## src/rtl/rr_arbiter4.sv

```systemverilog
// rr_arbiter4 -- four-requester round-robin arbiter with grant hold.
//
// Purpose:
//   Grants one shared resource to one of four requesters. A rotating
//   priority search picks the first active request at or after the index
//   following the previous winner (wrapping 3->0). A grant is held until
//   the holder pulses done. Exactly one idle cycle separates grants.
//
// Parameters:
//   NREQ      number of requesters; fixed at 4, present for checking only
//   MAX_HOLD  maximum grant length in cycles (2..255); used only when the
//             ARB_TIMEOUT_EN macro is defined
//
// Optional feature (macro ARB_TIMEOUT_EN):
//   Defined   -> an 8-bit hold counter force-releases a grant after
//                MAX_HOLD cycles and pulses timeout for one cycle.
//   Undefined -> grants are held until done; timeout is tied 0.
//
// Ports:
//   clk       in   1  rising-edge clock
//   rst_n     in   1  asynchronous active-low reset
//   req       in   4  level-sensitive request vector, bit i = requester i
//   done      in   1  single-cycle release pulse from the current holder
//   grant     out  4  registered one-hot grant, zero when idle
//   grant_id  out  2  index of the current holder; holds last winner idle
//   busy      out  1  high while a grant is active (mirrors FSM state)
//   timeout   out  1  single-cycle pulse after a forced release
//
// Handshake: req is a level, sampled only in IDLE with no latching; a
// winner owns the resource from the edge grant rises until the edge at
// which done=1 is sampled (or the hold limit expires). done outside a
// grant is ignored.

module rr_arbiter4 #(
  parameter int NREQ     = 4,
  parameter int MAX_HOLD = 16
) (
  input  logic       clk,
  input  logic       rst_n,
  input  logic [3:0] req,
  input  logic       done,
  output logic [3:0] grant,
  output logic [1:0] grant_id,
  output logic       busy,
  output logic       timeout
);

  if (NREQ != 4) begin : g_bad_nreq
    $error("rr_arbiter4: NREQ must be 4");
  end
  if (MAX_HOLD < 2 || MAX_HOLD > 255) begin : g_bad_hold
    $error("rr_arbiter4: MAX_HOLD must be in 2..255");
  end

  typedef enum logic {
    S_IDLE  = 1'b0,
    S_GRANT = 1'b1
  } state_e;

  state_e     state_q;
  logic [3:0] grant_q;
  logic [1:0] grant_id_q;
  logic [1:0] last_q;

  logic       win_vld_d;
  logic [1:0] win_idx_d;
  logic [3:0] grant_d;
  logic [1:0] cand;
  logic       hold_expired;
  logic       release_ev;

  // Rotating-priority search: candidates last+1, last+2, last+3, last.
  // The 2-bit add wraps naturally, so k=4 lands back on last itself.
  always_comb begin
    win_vld_d = 1'b0;
    win_idx_d = last_q;
    cand      = '0;
    for (int k = 1; k <= 4; k++) begin
      cand = last_q + 2'(k);
      if (!win_vld_d && req[cand]) begin
        win_vld_d = 1'b1;
        win_idx_d = cand;
      end
    end
    grant_d = 4'b0001 << win_idx_d;
  end

`ifdef ARB_TIMEOUT_EN
  localparam logic [7:0] HoldLast = 8'(MAX_HOLD - 1);
  logic [7:0] hold_cnt_q;
  logic       timeout_q;
  // Counter is 0 in the first grant cycle, so reaching MAX_HOLD-1 means the
  // grant has been visible for MAX_HOLD cycles by the releasing edge.
  assign hold_expired = (hold_cnt_q == HoldLast);
  assign timeout      = timeout_q;
`else
  assign hold_expired = 1'b0;
  assign timeout      = 1'b0;
`endif

  assign release_ev = done | hold_expired;

  always_ff @(posedge clk or negedge rst_n) begin
    if (!rst_n) begin
      state_q    <= S_IDLE;
      grant_q    <= '0;
      grant_id_q <= '0;
      last_q     <= 2'd3;  // requester 0 wins first after reset
`ifdef ARB_TIMEOUT_EN
      hold_cnt_q <= '0;
      timeout_q  <= 1'b0;
`endif
    end else begin
`ifdef ARB_TIMEOUT_EN
      timeout_q <= 1'b0;
`endif
      case (state_q)
        S_IDLE: begin
          if (win_vld_d) begin
            state_q    <= S_GRANT;
            grant_q    <= grant_d;
            grant_id_q <= win_idx_d;
`ifdef ARB_TIMEOUT_EN
            hold_cnt_q <= '0;
`endif
          end
        end
        S_GRANT: begin
          if (release_ev) begin
            state_q <= S_IDLE;
            grant_q <= '0;
            last_q  <= grant_id_q;  // pointer moves only on release
`ifdef ARB_TIMEOUT_EN
            // done in the same cycle wins: a normal release, no pulse.
            timeout_q <= ~done;
`endif
          end
`ifdef ARB_TIMEOUT_EN
          else begin
            hold_cnt_q <= hold_cnt_q + 8'd1;
          end
`endif
        end
        default: begin
          state_q <= S_IDLE;
          grant_q <= '0;
        end
      endcase
    end
  end

  assign grant    = grant_q;
  assign grant_id = grant_id_q;
  assign busy     = (state_q == S_GRANT);

endmodule

```

## config.mk

```make
export PLATFORM = sky130hd
export DESIGN_NAME = rr_arbiter4
export DESIGN_NICKNAME = d
export VERILOG_FILES = /design/src/rtl/rr_arbiter4.sv
export SDC_FILE = /design/constraint.sdc
export NUM_CORES = 1
export LEC_CHECK = 0
export BUFFER_PORTS_ARGS = -buffer_cell sky130_fd_sc_hd__buf_2
export CORE_AREA = 5 5 42 44
export CTS_BUF_LIST = sky130_fd_sc_hd__clkbuf_8 sky130_fd_sc_hd__clkbuf_16
export CTS_CLUSTER_DIAMETER = 60
export CTS_CLUSTER_SIZE = 8
export DETAILED_ROUTE_END_ITERATION = 10
export DIE_AREA = 0 0 47 49
export PLACE_DENSITY_LB_ADDON = 0.15
export SLEW_MARGIN = 20
export SYNTH_ARGS = -nofsm -noshare
export SYNTH_HDL_FRONTEND = slang
export SYNTH_SLANG_ARGS = --single-unit
```

## constraint.sdc

```tcl
create_clock -name clk -period 1.24 [get_ports clk]
set_input_delay 0.248 -clock clk [delete_from_list [all_inputs] [get_ports clk]]
set_output_delay 0.248 -clock clk [all_outputs]
set_load 0.02 [all_outputs]
```

==> results of run 1 <==
-- Yosys cell counts --
library cell | number | area (um^2)
a221oi_1 | 1 | 8.760
buf_4 | 1 | 7.510
inv_1 | 1 | 3.750
o31ai_1 | 2 | 15.01
a31o_1 | 2 | 17.52
inv_2 | 1 | 3.750
or4_4 | 1 | 11.26
mux2_2 | 2 | 22.52
o21ai_1 | 2 | 10.01
o211ai_1 | 1 | 7.510
conb_1 | 1 | 3.750
nor2b_1 | 1 | 6.260
a221o_1 | 1 | 10.01
nand2_1 | 5 | 18.77
buf_6 | 1 | 11.26
dfstp_2 | 2 | 52.55
nand2b_1 | 4 | 25.02
o21a_1 | 2 | 15.01
nor3b_1 | 2 | 15.01
o21ai_0 | 4 | 20.02
or2b_1 | 1 | 7.510
nand2b_4 | 1 | 13.76
a21oi_1 | 3 | 15.01
dfrtp_1 | 7 | 175.2
nor2_1 | 1 | 3.750
-- layout by cell type, fill, tap and decap left out, drive strengths merged, types with 2 or more instances in the layout --
cell type / Yosys / layout
a21oi: 3 / 3
a31o: 2 / 2
buf: 2 / 21
clkbuf: 0 / 3
dfrtp: 7 / 7
dfstp: 2 / 2
inv: 2 / 2
mux2: 2 / 2
nand2: 5 / 5
nand2b: 5 / 5
nor3b: 2 / 2
o21a: 2 / 2
o21ai: 6 / 6
o31ai: 2 / 2
-- area by class of cell --
cell class | count | area, um^2
clock buffers | 3 | 41.29
clock inverters | 1 | 5.005
fillers | 149 | 670.6
inverters | 2 | 7.507
multi-input cells | 37 | 281.5
flip-flops and latches | 9 | 227.7
well taps | 16 | 20.02
repair buffers | 22 | 147.6
-- what timing repair did --
action / 4_1_cts / 5_1_grt
hold buffers: 1 / 0
gates resized for setup: 4 / 4
gates cloned: 0 / 0
pin swaps: 5 / 2
buffers inserted: 0 / 0
hold endpoints to repair: 7 / 0
setup endpoints to repair: 6 / 6
-- sequential cells by signal, indices dropped and copies added (netlist names) --
name	flops
last_q	2
busy	1
grant	4
grant_id	2
-- power by group --
group          switching [mW]  internal, mW  total (mW)
combinational           0.341         0.308       0.649
sequential             0.0853         0.423       0.509
clock                   0.117         0.219       0.337
-- per-stage QoR --
step	setup slack (ns)	util	total power, mW
after floorplan	-0.09396	-	0.8435
after global placement	-0.1677	0.4607	1.092
after detailed placement	-0.1930	0.4607	1.100
after CTS	-0.1377	0.5089	1.478
after global routing	-0.1750	0.5214	1.587
final	-0.1141	0.5214	1.494
-- per-layer routing --
metal / GRT usage / vias to the layer above / wire, um
li1: - / 226 / -
met1: 0.1357 / 217 / 451
met2: 0.1561 / 12 / 563
met3: 0.04428 / 2 / 83
met4: 0.06912 / 0 / 12
met5: 0 / - / 0
-- worst max path at each step --
stage / from / endpoint / slack [ns] / depth (start not counted)
finish: last_q[0] / grant[1] / -0.11 / 4
global placement: req[1] / grant[1] / -0.17 / 5
floorplan: req[1] / grant[0] / -0.09 / 5
CTS: last_q[0] / grant[1] / -0.14 / 4
detailed placement: req[1] / grant[3] / -0.19 / 5
global route: last_q[0] / grant[1] / -0.18 / 4
-- critical path: stages, from the launching register on --
cell	delay (ns)
dfstp_2	0.54
nand2b_4	0.12
o21ai_2	0.06
a221o_1	0.34
a31o_1	0.18
-- cell families after synthesis --
family | Yosys count | share of synthesized area
flops | 9 | 0.4550
mux | 2 | 0.04500
other cells | 1 | 0.007493
simple gates | 16 | 0.2025
buf+inv | 4 | 0.05249
compound gates | 18 | 0.2375
==> results.cfg, run 1 <==
[clock_network]
htree_levels = 1
cts_tree = yes
clk_latency_ns = 0.23
cts_root_buf = clkbuf_8
path_clk_slew_ns = 0.05
clockBufferDepth = 2
cts.sink_count = 9
numCtsBuffers = 3

[cells_and_area]
finalInstanceArea_um2 = 730.7
antenna_cells = 0
layout.nets = 82
area_growth_syn_to_layout_pct = 46.00
layout.cells.non_filler = 90
drive_above_1_share = 0.5270

[route]
vias = 457
wl_per_cell_um = 12.33
drc = 0
postRouteAntennaNets = 0
drt-total-wl_mm = 1.110
drt_pass1_iterations = 4
via_per_inst = 5.078
first_iter_violations = 14

[floorplan]
die_w_um = 47
die_h_um = 49
rows = 14
io_pins = 15
core-area_mm2 = 0.001401
die-area_mm2 = 0.002303
start_util = 0.3571

[power]
powerDensity_mw_per_mm2 = 2045
peakVddDrop_uv = 1167
p_leak_nw = 0.3444

[setup_path]
r2r_cells = 4
r2r_start = last_q[0]
crit_type = flop to flop
worstPathArrival_ns = 1.48
worstPathRequired_ns = 1.36
critPathMaxFanout = 3
r2r_slack_ns = -0.11
crit_path_start_kind = flop
end_kind = flop
r2r_end = grant[1]

[min_path]
hold_path.class = input pin to flop
hold_path_startpoint = done
hold_end = busy
hold_path_depth = 3

[sta]
period_needed_ns = 1.354
fin_crit_sh = 1.092
rsz0062_at_grt = true
hold_viol_final = 0
finalClockSkew_ns = 0.001438
worst_slack_ns = -0.1141
finalSetupTns_ns = -0.4484
slew_violations = 0
setup_violations = 5
timing.hold.ws_ns = 0.3484
fmax_mhz = 738.5

[placement]
placedCellCount = 85
hpwl_um = 899.5
gp_congestion = 0.7144
port_buffers = 13
placed_area_um2 = 645.6

[grt]
grt-ovfl-total = 0
antenna_found_initial = 0
grt_pass1_vias = 420
grtUsageTotal = 0.1109
grt_pass1_wl_mm = 1.794
grt_start_max_net_pins = 10

[synthesis]
yosys_warnings = 0
syn_inst = 50
ys_ff_latch = 9
synthDistinctLibCells = 25
syn-cell-area_um2 = 500.5
avgSynthCellArea_um2 = 10.01
yosysSeqAreaShare = 0.4550
synth_nets = 57

[run_status]
violations = negative setup slack
status = finished, violations left

[job]
maxCapViolCount = 0
No activity file was read; power rests on OpenSTA's default activity.
==> inputs of run 2 (changes only) <==
==> constraint.sdc (replaced) <==
create_clock -name clk -period 1.3 [get_ports clk]
set_input_delay 0.26 -clock clk [delete_from_list [all_inputs] [get_ports clk]]
set_output_delay 0.26 -clock clk [all_outputs]
set_load 0.02 [all_outputs]
==> run 2 against run 1 <==
- the flow still finishes with violations (negative setup slack)
- wire length is 1.2% higher
- clock skew about the same
- sequential power shrank 4.9%
- die area stayed put
- core utilization is 0.36 points lower
- highest routed layer unchanged
- critical path depth did not move
- final cell count fell by 2.2%
- global-route usage up 0.59 points
- largest power group unchanged
- total power down 0.77%
- first-iteration DRC count down 64%
==> results.cfg, run 2 (synthesized netlist as in run 1, its figures left out) <==
[placement]
hpwl_um = 835.6
placedCellCount = 81
port_buffers = 13
gp_congestion = 0.7353

[clock_network]
clk_latency_ns = 0.23
numCtsBuffers = 3
clockBufferDepth = 2
htree_levels = 1
cts.sink_count = 9
cts_root_buf = clkbuf_8
path_clk_slew_ns = 0.04
cts_tree = yes

[cells_and_area]
antenna_cells = 0
drive_above_1_share = 0.5278
largest_reg_flops = 4
area_growth_syn_to_layout_pct = 45.00
layout_commonest_cell = buf_2
layout.cells.non_filler = 88
mostFrequentLayoutCells = buf_2 (13), dfrtp_1 (7), buf_4 (6), nand2_1 (5)
layout.nets = 80

[route]
drc = 0
first_iter_violations = 5
wl_per_cell_um = 12.76
drt-total-wl_mm = 1.123
drt_pass1_iterations = 2
vias = 457
via_per_inst = 5.193
postRouteAntennaNets = 0

[power]
peakVddDrop_uv = 1169
powerDensity_mw_per_mm2 = 2043
p_leak_nw = 0.3358

[sta]
period_needed_ns = 1.347
hold_viol_final = 0
rsz0062_at_grt = true
fin_crit_sh = 1.036
finalClockSkew_ns = 0.001313
slew_violations = 0
fmax_mhz = 742.2
setup_violations = 4
worst_slack_ns = -0.04726
finalSetupTns_ns = -0.1000

[setup_path]
crit_chain = nand2b_4 > o21ai_2 > a221o_1 > a31o_1
worstPathArrival_ns = 1.47
r2r_slack_ns = -0.05
r2r_cells = 4
crit_family = compound AO/OA/AOI/OAI gates
r2r_start = last_q[0]
slowest_stage = dfstp_2
critPathMaxFanout = 3
crit_path_start_kind = flop
worstPathRequired_ns = 1.42
crit_type = flop to flop
end_kind = flop
cp_slowest_stage_delay_ns = 0.54
r2r_end = grant[1]
path_buf_inv = 0

[job]
maxCapViolCount = 0

[floorplan]
io_pins = 15
core-area_mm2 = 0.001401
start_util = 0.3571
die_w_um = 47
die-area_mm2 = 0.002303
rows = 14
die_h_um = 49

[min_path]
hold_path.class = input pin to flop
hold_end = busy
hold_path_depth = 3
hold_path_startpoint = done

[run_status]
violations = negative setup slack
status = finished, violations left

[grt]
grt_pass1_vias = 418
grt-ovfl-total = 0
grt_pass1_wl_mm = 1.876
antenna_found_initial = 0
grt_start_max_net_pins = 10
grtUsageTotal = 0.1167
run 2: worst max path at each step:
| stage | depth (start not counted) | slack [ns] | startpoint | to |
|---|---|---|---|---|
| 2_1_floorplan | 4 | -0.05 | last_q[0] | grant[1] |
| 3_3_place_gp | 5 | -0.14 | req[1] | grant[0] |
| 3_5_place_dp | 5 | -0.14 | req[1] | grant[0] |
| 4_1_cts | 4 | -0.03 | last_q[0] | grant[1] |
| 5_1_grt | 4 | -0.12 | last_q[0] | grant[1] |
| 6_report | 4 | -0.05 | last_q[0] | grant[1] |
run 2: power by group:
part           leakage (nW)  switching, mW  internal (mW)
registers             0.110         0.0805          0.404
clock network        0.0269          0.112          0.206
logic                 0.199          0.362          0.319
run 2: worst min-delay path, delay by kind of cell:
family	cells	cell delay, ns
AOI/OAI and AO/OA	1	0.12
buffers and inverters	1	0.09
and+or+nand+nor	1	0.09
run 2: metrics by stage:
stage               instance area [um^2]  utilization  hold WS, ns  setup WS [ns]  total power [mW]
CTS                                691.9       0.4938       0.3582       -0.03398             1.400
finish                             725.7       0.5179       0.3651       -0.04726             1.483
floorplan                          511.7            -     -0.03559       -0.04565            0.8039
global placement                   608.1       0.4339       0.1189        -0.1386             1.000
detailed placement                 608.1       0.4339       0.1246        -0.1396             1.003
global route                       725.7       0.5179       0.3772        -0.1214             1.591
run 2: timing repair:
item | 4_1_cts | 5_1_grt
endpoints found under the hold margin | 7 | 0
setup buffers | 2 | 0
pin swaps | 3 | 1
endpoints found under the setup margin | 6 | 6
resized for setup | 4 | 8
cloned | 0 | 0
hold buffers | 1 | 0
run 2: layout make-up:
class,instances,area [um^2]
clock inverters,1,3.754
clock buffers,3,41.29
repair buffers,20,120.1
well taps,16,20.02
flip-flops and latches,9,227.7
multi-input cells,37,305.3
fillers,137,675.6
inverters,2,7.507
run 2: per-layer routing:
layer  global-route usage  share of wire
met1               0.1477           0.43
met5                    0              0
met4              0.06912          0.017
met2               0.1561           0.49
met3              0.05535          0.064
